**src/rtl/lsu_pkg.sv**
```systemverilog
// Shared types and constants for the MEM-stage load/store sequencer.
package lsu_pkg;

    // Sequencer FSM states.
    typedef enum logic [1:0] {
        ST_IDLE = 2'd0,
        ST_REQ  = 2'd1,
        ST_WAIT = 2'd2,
        ST_DONE = 2'd3
    } lsuState_e;

    // Load funct3 encodings.
    localparam logic [2:0] F3_LB  = 3'b000;
    localparam logic [2:0] F3_LH  = 3'b001;
    localparam logic [2:0] F3_LW  = 3'b010;
    localparam logic [2:0] F3_LBU = 3'b100;
    localparam logic [2:0] F3_LHU = 3'b101;

    // Store funct3 encodings.
    localparam logic [2:0] F3_SB  = 3'b000;
    localparam logic [2:0] F3_SH  = 3'b001;
    localparam logic [2:0] F3_SW  = 3'b010;

    // Cycles allowed in REQ+WAIT before an access is abandoned (valid range 1..255).
    localparam int TIMEOUT_DEFAULT = 255;

    // True when funct3 names a real access of the given direction.
    function automatic logic f3Legal(input logic isStore, input logic [2:0] f3);
        if (isStore) begin
            return (f3 == F3_SB) || (f3 == F3_SH) || (f3 == F3_SW);
        end
        return (f3 == F3_LB) || (f3 == F3_LH) || (f3 == F3_LW) ||
               (f3 == F3_LBU) || (f3 == F3_LHU);
    endfunction

    // True when the byte offset suits the access size in funct3[1:0].
    function automatic logic f3Aligned(input logic [2:0] f3, input logic [1:0] offset);
        case (f3[1:0])
            2'b01:   return ~offset[0];
            2'b10:   return (offset == 2'b00);
            default: return 1'b1;
        endcase
    endfunction

endpackage

```
**src/rtl/lsu_sequencer_if.sv**
```systemverilog
// Data-bus bundle between the load/store sequencer and the memory system.
//
// Handshake: the master raises bus_req with bus_we/bus_addr/bus_be/bus_wdata
// and holds all of them unchanged until a cycle in which bus_gnt is high;
// that cycle accepts the request and bus_req drops on the next edge. The
// access then completes in the first later cycle with bus_rvalid high
// (bus_rdata carries load data; for stores it is only an acknowledge).
// bus_gnt while no request is pending and bus_rvalid while no response is
// awaited have no effect.
interface lsu_sequencer_if;
    logic        bus_req;
    logic        bus_we;
    logic [31:0] bus_addr;
    logic [3:0]  bus_be;
    logic [31:0] bus_wdata;
    logic        bus_gnt;
    logic        bus_rvalid;
    logic [31:0] bus_rdata;

    modport master (
        output bus_req, bus_we, bus_addr, bus_be, bus_wdata,
        input  bus_gnt, bus_rvalid, bus_rdata
    );

    modport slave (
        input  bus_req, bus_we, bus_addr, bus_be, bus_wdata,
        output bus_gnt, bus_rvalid, bus_rdata
    );
endinterface

```
**src/rtl/lsu_lane_align.sv**
```systemverilog
// Byte-lane steering: store byte enables / data replication on the request
// side, and load extraction with sign or zero extension on the response side.
module lsu_lane_align
    import lsu_pkg::*;
(
    input  logic [1:0]  reqSize,
    input  logic [1:0]  reqOffset,
    input  logic [31:0] storeData,
    output logic [3:0]  byteEn,
    output logic [31:0] laneData,
    input  logic [2:0]  rspFunct3,
    input  logic [1:0]  rspOffset,
    input  logic [31:0] rspData,
    output logic [31:0] loadResult
);

    logic [31:0] shifted;

    // Byte enables and replicated store data for the access being launched.
    always_comb begin
        byteEn   = 4'b1111;
        laneData = storeData;
        case (reqSize)
            2'b00: begin
                byteEn   = 4'b0001 << reqOffset;
                laneData = {4{storeData[7:0]}};
            end
            2'b01: begin
                byteEn   = 4'b0011 << reqOffset;
                laneData = {2{storeData[15:0]}};
            end
            default: ;
        endcase
    end

    // Move the addressed lane to bit 0, then extend according to the load type.
    always_comb begin
        shifted = rspData >> {rspOffset, 3'b000};
        case (rspFunct3)
            F3_LB:   loadResult = {{24{shifted[7]}}, shifted[7:0]};
            F3_LH:   loadResult = {{16{shifted[15]}}, shifted[15:0]};
            F3_LBU:  loadResult = {24'd0, shifted[7:0]};
            F3_LHU:  loadResult = {16'd0, shifted[15:0]};
            default: loadResult = shifted;
        endcase
    end

endmodule

```
**src/rtl/lsu_sequencer.sv**
```systemverilog
// MEM-stage load/store sequencer: launches one bus transaction per memory
// instruction, stalls the pipeline until it completes or times out, and
// reports misaligned/illegal accesses without touching the bus.
module lsu_sequencer
    import lsu_pkg::*;
#(
    parameter int TIMEOUT = TIMEOUT_DEFAULT
) (
    input  logic                  clk,
    input  logic                  reset,
    input  logic                  mem_valid,
    input  logic                  mem_write,
    input  logic                  mem_read,
    input  logic [2:0]            funct3,
    input  logic [31:0]           addr,
    input  logic [31:0]           wdata,
    lsu_sequencer_if.master       bus,
    output logic                  stall,
    output logic [31:0]           load_data,
    output logic                  misalign,
    output logic                  bus_timeout,
    output lsuState_e             dbgState
);

    // The counter holds the number of REQ/WAIT cycles already spent, so the
    // TIMEOUT-th cycle is the one where it equals TIMEOUT-1.
    localparam logic [7:0] LIMIT = 8'(TIMEOUT - 1);

    lsuState_e   state;
    logic [7:0]  cnt;
    logic [2:0]  capFunct3;
    logic [1:0]  capOffset;

    logic        isAccess;
    logic        isStore;
    logic        accessOk;
    logic        start;
    logic        hitLimit;
    logic [3:0]  nextBe;
    logic [31:0] nextWdata;
    logic [31:0] extracted;

    // A read+write collision is treated as a store.
    assign isAccess = mem_valid & (mem_read | mem_write);
    assign isStore  = mem_write;
    assign accessOk = f3Legal(isStore, funct3) & f3Aligned(funct3, addr[1:0]);
    assign start    = isAccess & accessOk;
    assign hitLimit = (cnt == LIMIT);

    // The IDLE term lets the pipeline freeze in the same cycle the access is seen.
    assign stall    = ((state == ST_IDLE) & start) | (state == ST_REQ) | (state == ST_WAIT);
    assign dbgState = state;

    lsu_lane_align uAlign (
        .reqSize    (funct3[1:0]),
        .reqOffset  (addr[1:0]),
        .storeData  (wdata),
        .byteEn     (nextBe),
        .laneData   (nextWdata),
        .rspFunct3  (capFunct3),
        .rspOffset  (capOffset),
        .rspData    (bus.bus_rdata),
        .loadResult (extracted)
    );

    // Sequencer FSM with capture registers, timeout counter and status pulses.
    always_ff @(posedge clk or negedge reset) begin
        if (!reset) begin
            state         <= ST_IDLE;
            cnt           <= 8'd0;
            capFunct3     <= 3'd0;
            capOffset     <= 2'd0;
            bus.bus_req   <= 1'b0;
            bus.bus_we    <= 1'b0;
            bus.bus_addr  <= 32'd0;
            bus.bus_be    <= 4'd0;
            bus.bus_wdata <= 32'd0;
            load_data     <= 32'd0;
            misalign      <= 1'b0;
            bus_timeout   <= 1'b0;
        end else begin
            misalign    <= 1'b0;
            bus_timeout <= 1'b0;
            case (state)
                ST_IDLE: begin
                    if (start) begin
                        state         <= ST_REQ;
                        cnt           <= 8'd0;
                        bus.bus_req   <= 1'b1;
                        bus.bus_we    <= isStore;
                        bus.bus_addr  <= {addr[31:2], 2'b00};
                        bus.bus_be    <= nextBe;
                        bus.bus_wdata <= nextWdata;
                        capFunct3     <= funct3;
                        capOffset     <= addr[1:0];
                    end else if (isAccess) begin
                        misalign <= 1'b1;
                    end
                end
                ST_REQ: begin
                    cnt <= cnt + 8'd1;
                    // A grant in the last allowed cycle leaves no room for the
                    // response, so the limit wins here.
                    if (hitLimit) begin
                        bus.bus_req <= 1'b0;
                        bus_timeout <= 1'b1;
                        state       <= ST_DONE;
                    end else if (bus.bus_gnt) begin
                        bus.bus_req <= 1'b0;
                        state       <= ST_WAIT;
                    end
                end
                ST_WAIT: begin
                    cnt <= cnt + 8'd1;
                    if (bus.bus_rvalid) begin
                        if (!bus.bus_we) begin
                            load_data <= extracted;
                        end
                        state <= ST_DONE;
                    end else if (hitLimit) begin
                        bus_timeout <= 1'b1;
                        state       <= ST_DONE;
                    end
                end
                ST_DONE: begin
                    state <= ST_IDLE;
                end
                default: begin
                    state <= ST_IDLE;
                end
            endcase
        end
    end

endmodule

```
**src/flat_wrapper.sv**
```systemverilog
// flat-port wrapper written by rule: the top's interface ports become plain ports
module lsu_sequencer_flat import lsu_pkg::*;
#(
    parameter int TIMEOUT = TIMEOUT_DEFAULT
)
  (clk, reset, mem_valid, mem_write, mem_read, funct3, addr, wdata, stall, load_data, misalign, bus_timeout, dbgState, bus_bus_req, bus_bus_we, bus_bus_addr, bus_bus_be, bus_bus_wdata, bus_bus_gnt, bus_bus_rvalid, bus_bus_rdata);
  lsu_sequencer_if bus_i ();
  input  logic clk;
  input  logic reset;
  input  logic mem_valid;
  input  logic mem_write;
  input  logic mem_read;
  input  logic [2:0] funct3;
  input  logic [31:0] addr;
  input  logic [31:0] wdata;
  output logic stall;
  output logic [31:0] load_data;
  output logic misalign;
  output logic bus_timeout;
  output lsuState_e dbgState;
  output wire logic [$bits(bus_i.bus_req)-1:0] bus_bus_req;
  output wire logic [$bits(bus_i.bus_we)-1:0] bus_bus_we;
  output wire logic [$bits(bus_i.bus_addr)-1:0] bus_bus_addr;
  output wire logic [$bits(bus_i.bus_be)-1:0] bus_bus_be;
  output wire logic [$bits(bus_i.bus_wdata)-1:0] bus_bus_wdata;
  input wire logic [$bits(bus_i.bus_gnt)-1:0] bus_bus_gnt;
  input wire logic [$bits(bus_i.bus_rvalid)-1:0] bus_bus_rvalid;
  input wire logic [$bits(bus_i.bus_rdata)-1:0] bus_bus_rdata;
  assign bus_bus_req = bus_i.bus_req;
  assign bus_bus_we = bus_i.bus_we;
  assign bus_bus_addr = bus_i.bus_addr;
  assign bus_bus_be = bus_i.bus_be;
  assign bus_bus_wdata = bus_i.bus_wdata;
  assign bus_i.bus_gnt = bus_bus_gnt;
  assign bus_i.bus_rvalid = bus_bus_rvalid;
  assign bus_i.bus_rdata = bus_bus_rdata;
  lsu_sequencer #(.TIMEOUT(TIMEOUT)) u_core (.clk(clk), .reset(reset), .mem_valid(mem_valid), .mem_write(mem_write), .mem_read(mem_read), .funct3(funct3), .addr(addr), .wdata(wdata), .bus(bus_i), .stall(stall), .load_data(load_data), .misalign(misalign), .bus_timeout(bus_timeout), .dbgState(dbgState));
endmodule
```
**config.mk**
```make
export PLATFORM = sky130hd
export DESIGN_NAME = lsu_sequencer_flat
export DESIGN_NICKNAME = d
export VERILOG_FILES = /design/src/rtl/lsu_pkg.sv /design/src/rtl/lsu_sequencer_if.sv /design/src/rtl/lsu_lane_align.sv /design/src/rtl/lsu_sequencer.sv /design/src/flat_wrapper.sv
export SDC_FILE = /design/constraint.sdc
export NUM_CORES = 1
export LEC_CHECK = 0
export BUFFER_PORTS_ARGS = -buffer_cell sky130_fd_sc_hd__buf_4
export CAP_MARGIN = 20
export CORE_MARGIN = 4
export CORE_UTILIZATION = 46
export DETAILED_ROUTE_END_ITERATION = 10
export HOLD_SLACK_MARGIN = 0.12
export MAX_ROUTING_LAYER = met4
export PLACE_DENSITY_LB_ADDON = 0.12
export RECOVER_POWER = 100
export SYNTH_ARGS = -nofsm -noshare
export SYNTH_HDL_FRONTEND = slang
export SYNTH_HIERARCHICAL = 1
export SYNTH_SLANG_ARGS = --single-unit
```
**constraint.sdc**
```tcl
create_clock -name clk -period 4.7 [get_ports clk]
set_clock_uncertainty 0.05 [all_clocks]
set_input_delay 0.94 -clock clk [delete_from_list [all_inputs] [get_ports clk]]
set_output_delay 0.94 -clock clk [all_outputs]
set_load 0.05 [all_outputs]
```
==> metrics.md, run 1 <==
| Metric | Value |
|---|---|
| Non-Filler Instances | `~890` |
| Post-Syn Area | `approximately 0.0061 mm2` |
| Layout Nets | `just over 800` |
| Clock sinks | `between 100 and 150` |
| Yosys reg bits | `about 120` |
| Critical Path Fanout Max | `34` |
| Yosys top cell by area | `dfrtp_1` |
| Post-DP HPWL | `approximately 12 mm` |
| Ys async rst share | `100%` |
| Crit end category | `output pin` |
| Clock Root Buffer | `clkbuf_16` |
| Static leakage | `~0.0035 uW` |
| Critical path class | `input pin to output pin` |
| IO Port Bufs | `210` |
| Largest net degree at the start of global routing | `between 70 and 80` |
| TritonCTS Buffers | `17` |
| Crit path time final | `about 3.9 ns` |
| RSZ-0062 raised after global routing | `false` |
| Final hold vios | `0` |
| Relative slew slack | `-26.3%` |
| Vias in the first global route | `between 4000 and 5000` |
| Fin crit share | `between 80% and 90%` |
| Primary FF master, synth | `dfrtp_1` |
| Setup Buffers After CTS | `0` |
| Post-synth cell types | `between 50 and 60` |
| Required time of the critical path | `around 3.7 ns` |
| Maxcap violations | `1` |
| Leading cell type in the layout, fill and taps excluded | `dfrtp_1` |
| Post_cts resized | `0` |
| Post-Synthesis Mean Instance Area | `about 12 um2` |
| Antenna Nets Post-Route | `0` |
| Initial Util | `a little under half` |
| Total GRT Usage | `22.2%` |
| Antenna Diode Count | `0` |
| Placed Instances | `approximately 860` |
| Setup crit start kind | `input pin` |
| Peak Freq | `259 MHz` |
| PD cells | `about 850 mW/mm2` |
| Layout cell share with drive strength beyond 1 | `between 20% and 30%` |
| Tot Pwr | `between 6000 and 7000 uW` |
| Violated checks | `capacitance limit, slew limit` |
| Top-area cell type share of the netlist area | `48.0%` |
| CORE AREA | `approximately 0.013 mm2` |
| Cells after Synth | `around 510` |
| # hold bufs at CTS | `0` |
| RePlAce Congestion | `~0.86` |
| Clock Latency Late Sink | `between 0.4 and 0.5 ns` |
| Most frequent cells in the layout | `dfrtp_1 (117), clkbuf_1 (111), buf_4 (109), mux2_1 (70), mux2_2 (52)` |
| DRT iter0 DRCs | `~320` |
| Max-slew violations | `between 70 and 80` |
| Die footprint | `about 0.015 mm2` |
| Clk slew on worst S/H paths | `around 0.05 ns` |
| Status | `complete, but fails checks` |
| Worst VDD drop | `~0.0005 V` |
| Worst-margin pin slew | `~1.9 ns` |
| Die Height | `approximately 120 um` |
| Type of the most critical hold path | `flop to flop` |
| Yosys warning count | `6` |
| Avg Vias per Cell | `between 5 and 6` |
| CTS Buffer Depth | `2` |
| I/O Pins | `213` |
| Seq/Total Area, Yosys | `48.0%` |
| Area Overhead vs Synth | `29.3%` |
| Via count | `4814` |
| Design Area, Final | `around 0.0079 mm2` |
| H-tree level count | `4` |
| DP Area | `~0.0077 mm2` |
| Critical Path AT | `roughly 2.9 ns` |
| Global-route wire length before repair | `roughly 25 mm` |
| CTS tree | `yes` |
| EDFF count, synth | `0` |
| Rows | `slightly above 40` |
| Die X | `123 um` |
| Final setup violation count | `0` |
| DR DRC count | `0` |
| Initial antenna violation count | `0` |
| Wirelength per Cell | `between 15 and 20 um` |
| Setup TNS | `0 ns` |
| Synth top area cells | `dfrtp_1 (48%), mux2_1 (13%), mux2_2 (9.6%)` |
| Grt ovf | `0` |
| Pre-antenna DRT Iters | `5` |
| Total wire length | `16.0 mm` |
[final cells by class]
cell class / instances / area [um2]
Clock inverter: 10 / 156
Timing Repair Buffer: 217 / 1220
Inverter: 18 / 67.6
Tap cell: 172 / 215
Sequential cell: 117 / 2930
Multi-Input combinational cell: 334 / 2850
Fill cell: 1154 / 4940
Clock buffer: 21 / 440
[logic make-up after synthesis]
group,count (synthesis),synth area share [%]
mux,147,26.8
flops,117,48.0
compound gates,100,11.7
simple gates,76,6.87
buf+inv,57,4.78
fa+ha+maj,8,1.64
other cells,1,0.0615
xor+xnor,1,0.144
[registers in the layout (all words and copies together), names as in the netlist]
signal and count:
u_core/capFunct3 3, u_core/misalign 1, u_core/bus.bus_we 1, u_core/bus.bus_wdata 32
u_core/bus.bus_be 4, u_core/load_data 32, u_core/bus.bus_addr 30, u_core/bus.bus_req 1
u_core/cnt 8, u_core/capOffset 2, u_core/dbgState 2, u_core/bus_timeout 1
[worst paths after layout]
check | startpoint | endpoint | slack [ns] | cells past startpoint
min in group asynchronous | reset | u_core/cnt[3] | 0.99 | 1
max | funct3[1] | stall | 0.84 | 8
min | u_core/bus.bus_addr[6] | u_core/bus.bus_addr[6] | 0.43 | 1
min reg2reg | u_core/bus.bus_addr[6] | u_core/bus.bus_addr[6] | 0.43 | 1
max reg2reg | u_core/capOffset[1] | u_core/load_data[16] | 1.65 | 4
max in group asynchronous | reset | u_core/capOffset[1] | 1.68 | 2
[synthesized netlist by cell type, types with 5 or more instances]
master	number
dfrtp_1	117
mux2_1	69
mux2_2	52
mux2i_1	24
a21oi_1	23
inv_1	17
buf_2	14
nand2_1	14
o21ai_0	13
buf_4	12
nor2b_1	11
o211ai_1	10
o22ai_1	10
clkbuf_1	9
or2_2	9
ha_1	8
o2bb2ai_1	8
a211oi_1	7
a31oi_1	7
nand4_1	7
nor2_1	7
nor3_1	7
nand3_1	5
[power breakdown]
part	switching, uW	internal, uW
Sequential	349	1510
Clock	429	879
Combinational	2580	922
[critical path, stage by stage]
cell and delay, ns:
buf_4 0.32, ha_1 0.25, clkinv_1 0.08, o311ai_0 0.37, clkbuf_1 0.49, nand3_4 0.12, nand2_1 0.10, buf_4 0.20
[through the flow]
| step | setup slack [ns] | utilization, % | hold WS (ns) |
|---|---|---|---|
| finish | 0.845 | 61.5 | 0.435 |
| global route | 0.597 | 61.5 | 0.453 |
| CTS | 1.23 | 64.9 | 0.444 |
| detailed placement | 1.16 | 60.3 | 0.432 |
| global placement | 1.23 | 60.3 | 0.425 |
| floorplan | 1.38 | - | 0.424 |
[layer usage]
layer	track usage (%)	part of all wire, %
met3	7.64	8.4
met1	26.7	40
met5	-	0
met2	35.3	50
met4	7.06	1.4
(Power assumes the default switching activity.)
==> run 2, diff against run 1 <==
- clock period: 4.7 -> 3.4 ns (I/O delays scaled with it)
==> run 2 against run 1 <==
Against the previous run: the flow still finishes with violations (capacitance limit, slew limit); combinational power up 40%; clock power up 49%; flip-flop and latch count unchanged; first-iteration DRC count down 22%; cell count up 0.11%; total power up 41%; register-to-register slack worse by 1.1 ns; clock-buffer cell count up 1; worst hold slack worse by 0.0060 ns.
==> metrics.md, run 2 (same netlist as run 1, synthesis figures left out) <==
| Metric | Value |
|---|---|
| Clock Root Buffer | `clkbuf_16` |
| Largest net degree at the start of global routing | `73 (-6.4%)` |
| Leading cell type in the layout, fill and taps excluded | `dfrtp_1` |
| Buf+Inv Stages, Crit Path | `4 (unchanged)` |
| Fin crit share | `approximately nine tenths` |
| Worst path max stage delay | `0.70 ns (+0.21 ns)` |
| Total GRT Usage | `22.1% (-0.080 points)` |
| Layout cell share with drive strength beyond 1 | `29.5% (+1.1 points)` |
| H-tree level count | `4 (unchanged)` |
| Worst-margin pin slew | `1.71 ns (-0.183 ns)` |
| Final core occ | `62.3% (+0.81 points)` |
| Relative slew slack | `-14.1% (+12 points)` |
| Initial Util | `47.6% (unchanged)` |
| DR DRC count | `0 (unchanged)` |
| Clock power share | `20.8% (+1.2 points)` |
| Antenna Diode Count | `0 (unchanged)` |
| PD cells | `1180 mW/mm2 (+39%)` |
| Post-DP HPWL | `11.8 mm (+1.9%)` |
| Post_cts resized | `0 (unchanged)` |
| CP max-delay cell | `o311ai_0` |
| Peak Freq | `~330 MHz` |
| Layout Nets | `820 (+0.12%)` |
| RePlAce Congestion | `0.842 (-2.3%)` |
| Initial antenna violation count | `0 (unchanged)` |
| Grt ovf | `0 (unchanged)` |
| Status | `complete, but fails checks` |
| Critical Path Fanout Max | `15 (-56%)` |
| Setup TNS | `0 ns (unchanged)` |
| Pre-antenna DRT Iters | `4 (-1)` |
| Most frequent cells in the layout | `dfrtp_1 (117), buf_4 (109), clkbuf_1 (108), mux2_1 (69), mux2_2 (52)` |
| CTS Buffer Depth | `2 (unchanged)` |
| # hold bufs at CTS | `0 (unchanged)` |
| Crit path time final | `about 3 ns` |
| Via count | `4764 (-1.0%)` |
| Sw power | `4680 uW (+39%)` |
| Clock sinks | `117 (unchanged)` |
| Antenna Nets Post-Route | `0 (unchanged)` |
| DRT iter0 DRCs | `246 (-22%)` |
| Violated checks | `capacitance limit, slew limit` |
| Die Height | `123 um (unchanged)` |
| Wirelength per Cell | `18.0 um (about the same)` |
| Biggest regs | `u_core/bus.bus_wdata (32), u_core/load_data (32), u_core/bus.bus_addr (30)` |
| I/O Pins | `213 (unchanged)` |
| Critical Path AT | `2.34 ns (-0.53 ns)` |
| Crit end category | `output pin` |
| FILL cells | `1189 (+3.0%)` |
| Vias in the first global route | `4994 (+0.080%)` |
| Setup Buffers After CTS | `0 (unchanged)` |
| Final setup violation count | `0 (unchanged)` |
| Critical path's top delay family | `compound AO/OA/AOI/OAI gates` |
| Critical path class | `input pin to output pin` |
| Die footprint | `0.0152 mm2 (unchanged)` |
| Switch share | `49.7% (-0.71 points)` |
| CP cell instances | `buf_4 -> inv_1 -> ha_1 -> inv_2 -> o311ai_0 -> nand3_4 -> nand2_1 -> buf_4` |
| Clk slew on worst S/H paths | `0.06 ns (about the same)` |
| Die X | `123 um (unchanged)` |
| IO Port Bufs | `210 (unchanged)` |
| Worst VDD drop | `0.000605 V (+25%)` |
| Fin Hold WS | `0.429 ns (-0.00598 ns)` |
| CTS tree | `yes` |
| Final hold vios | `0 (unchanged)` |
| Static leakage | `0.00354 uW (+1.5%)` |
| Total wire length | `16.0 mm (+0.18%)` |
| Rows | `41 (unchanged)` |
| Max-slew violations | `33 (-58%)` |
| Area Overhead vs Synth | `31.0%` |
| Clock Latency Late Sink | `0.41 ns (about the same)` |
| Setup crit start kind | `input pin` |
| Most frequent CP cell | `buf_4` |
| Combinational power share | `52.1% (-0.5 points)` |
| Reg power frac | `27.2% (-0.6 points)` |
| Maxcap violations | `1 (unchanged)` |
| Final WS setup | `0.327 ns (-0.518 ns)` |
| Type of the most critical hold path | `input pin to flop` |
| Post-Place Setup Slack | `0.609 ns (-0.546 ns)` |
| TritonCTS Buffers | `17 (unchanged)` |
| Pint | `4740 uW (+43%)` |
| CORE AREA | `0.0128 mm2 (unchanged)` |
| RSZ-0062 raised after global routing | `false` |
| Global-route wire length before repair | `25.3 mm (about the same)` |
| Avg Vias per Cell | `5.35 (-1.1%)` |
| Required time of the critical path | `2.67 ns (-1.04 ns)` |
run 2: changes by cell type in the layout (fill, tap and decap cells not counted), sizes merged:
cell and change:
clkinv -2, buf +1, bufinv +1, inv +1
clkinvlp -1, clkbuf +1
run 2: power groups by stage:
stage / Clock (uW) / Combinational (uW) / Sequential, uW
after CTS: 1990 / 5470 / 2590
final: 1950 / 4900 / 2560
after detailed placement: 0 / 5460 / 2590
after global placement: 0 / 5380 / 2550
after global routing: 2070 / 5210 / 2660
after floorplan: 0 / 1790 / 4590
run 2: per-stage QoR:
stage / total power (uW) / instance area, um2 / cells
floorplan: 6390 / 6100 / 508
global placement: 7940 / 7760 / 859
detailed placement: 8050 / 7760 / 859
CTS: 10100 / 8410 / 890
global route: 9930 / 7990 / 890
finish: 9410 / 7990 / 890
run 2: cell type report:
class                   instances  area [um2]  share of cell area [%]
well taps                     172         215                    2.69
flip-flops and latches        117        2930                    36.6
clock inverters                 9         174                    2.18
clock buffers                  22         474                    5.93
multi-input cells             334        2880                    36.1
repair buffers                218        1250                    15.6
inverters                      18        67.6                   0.846
run 2: per-layer routing:
metal	routed length, um	share of wire [%]	vias up	track usage [%]
li1	-	-	2255	-
met1	6560	41	2320	26.6
met2	7900	49	175	35.1
met3	1340	8.4	14	8.14
met4	206	1.3	0	6.44
met5	0	0	-	-
run 2: worst paths after layout:
path | start | to | slack [ns] | cells after the start
worst max-delay path | funct3[0] | stall | 0.33 | 8
max in group asynchronous | reset | u_core/bus.bus_addr[26] | 1.75 | 2
worst max register to register | u_core/dbgState[0] | u_core/bus.bus_addr[26] | 0.58 | 7
min in group asynchronous | reset | u_core/bus.bus_be[3] | 0.57 | 1
worst min-delay path | addr[20] | u_core/bus.bus_addr[20] | 0.43 | 2
worst min register to register | u_core/bus.bus_addr[30] | u_core/bus.bus_addr[30] | 0.44 | 1
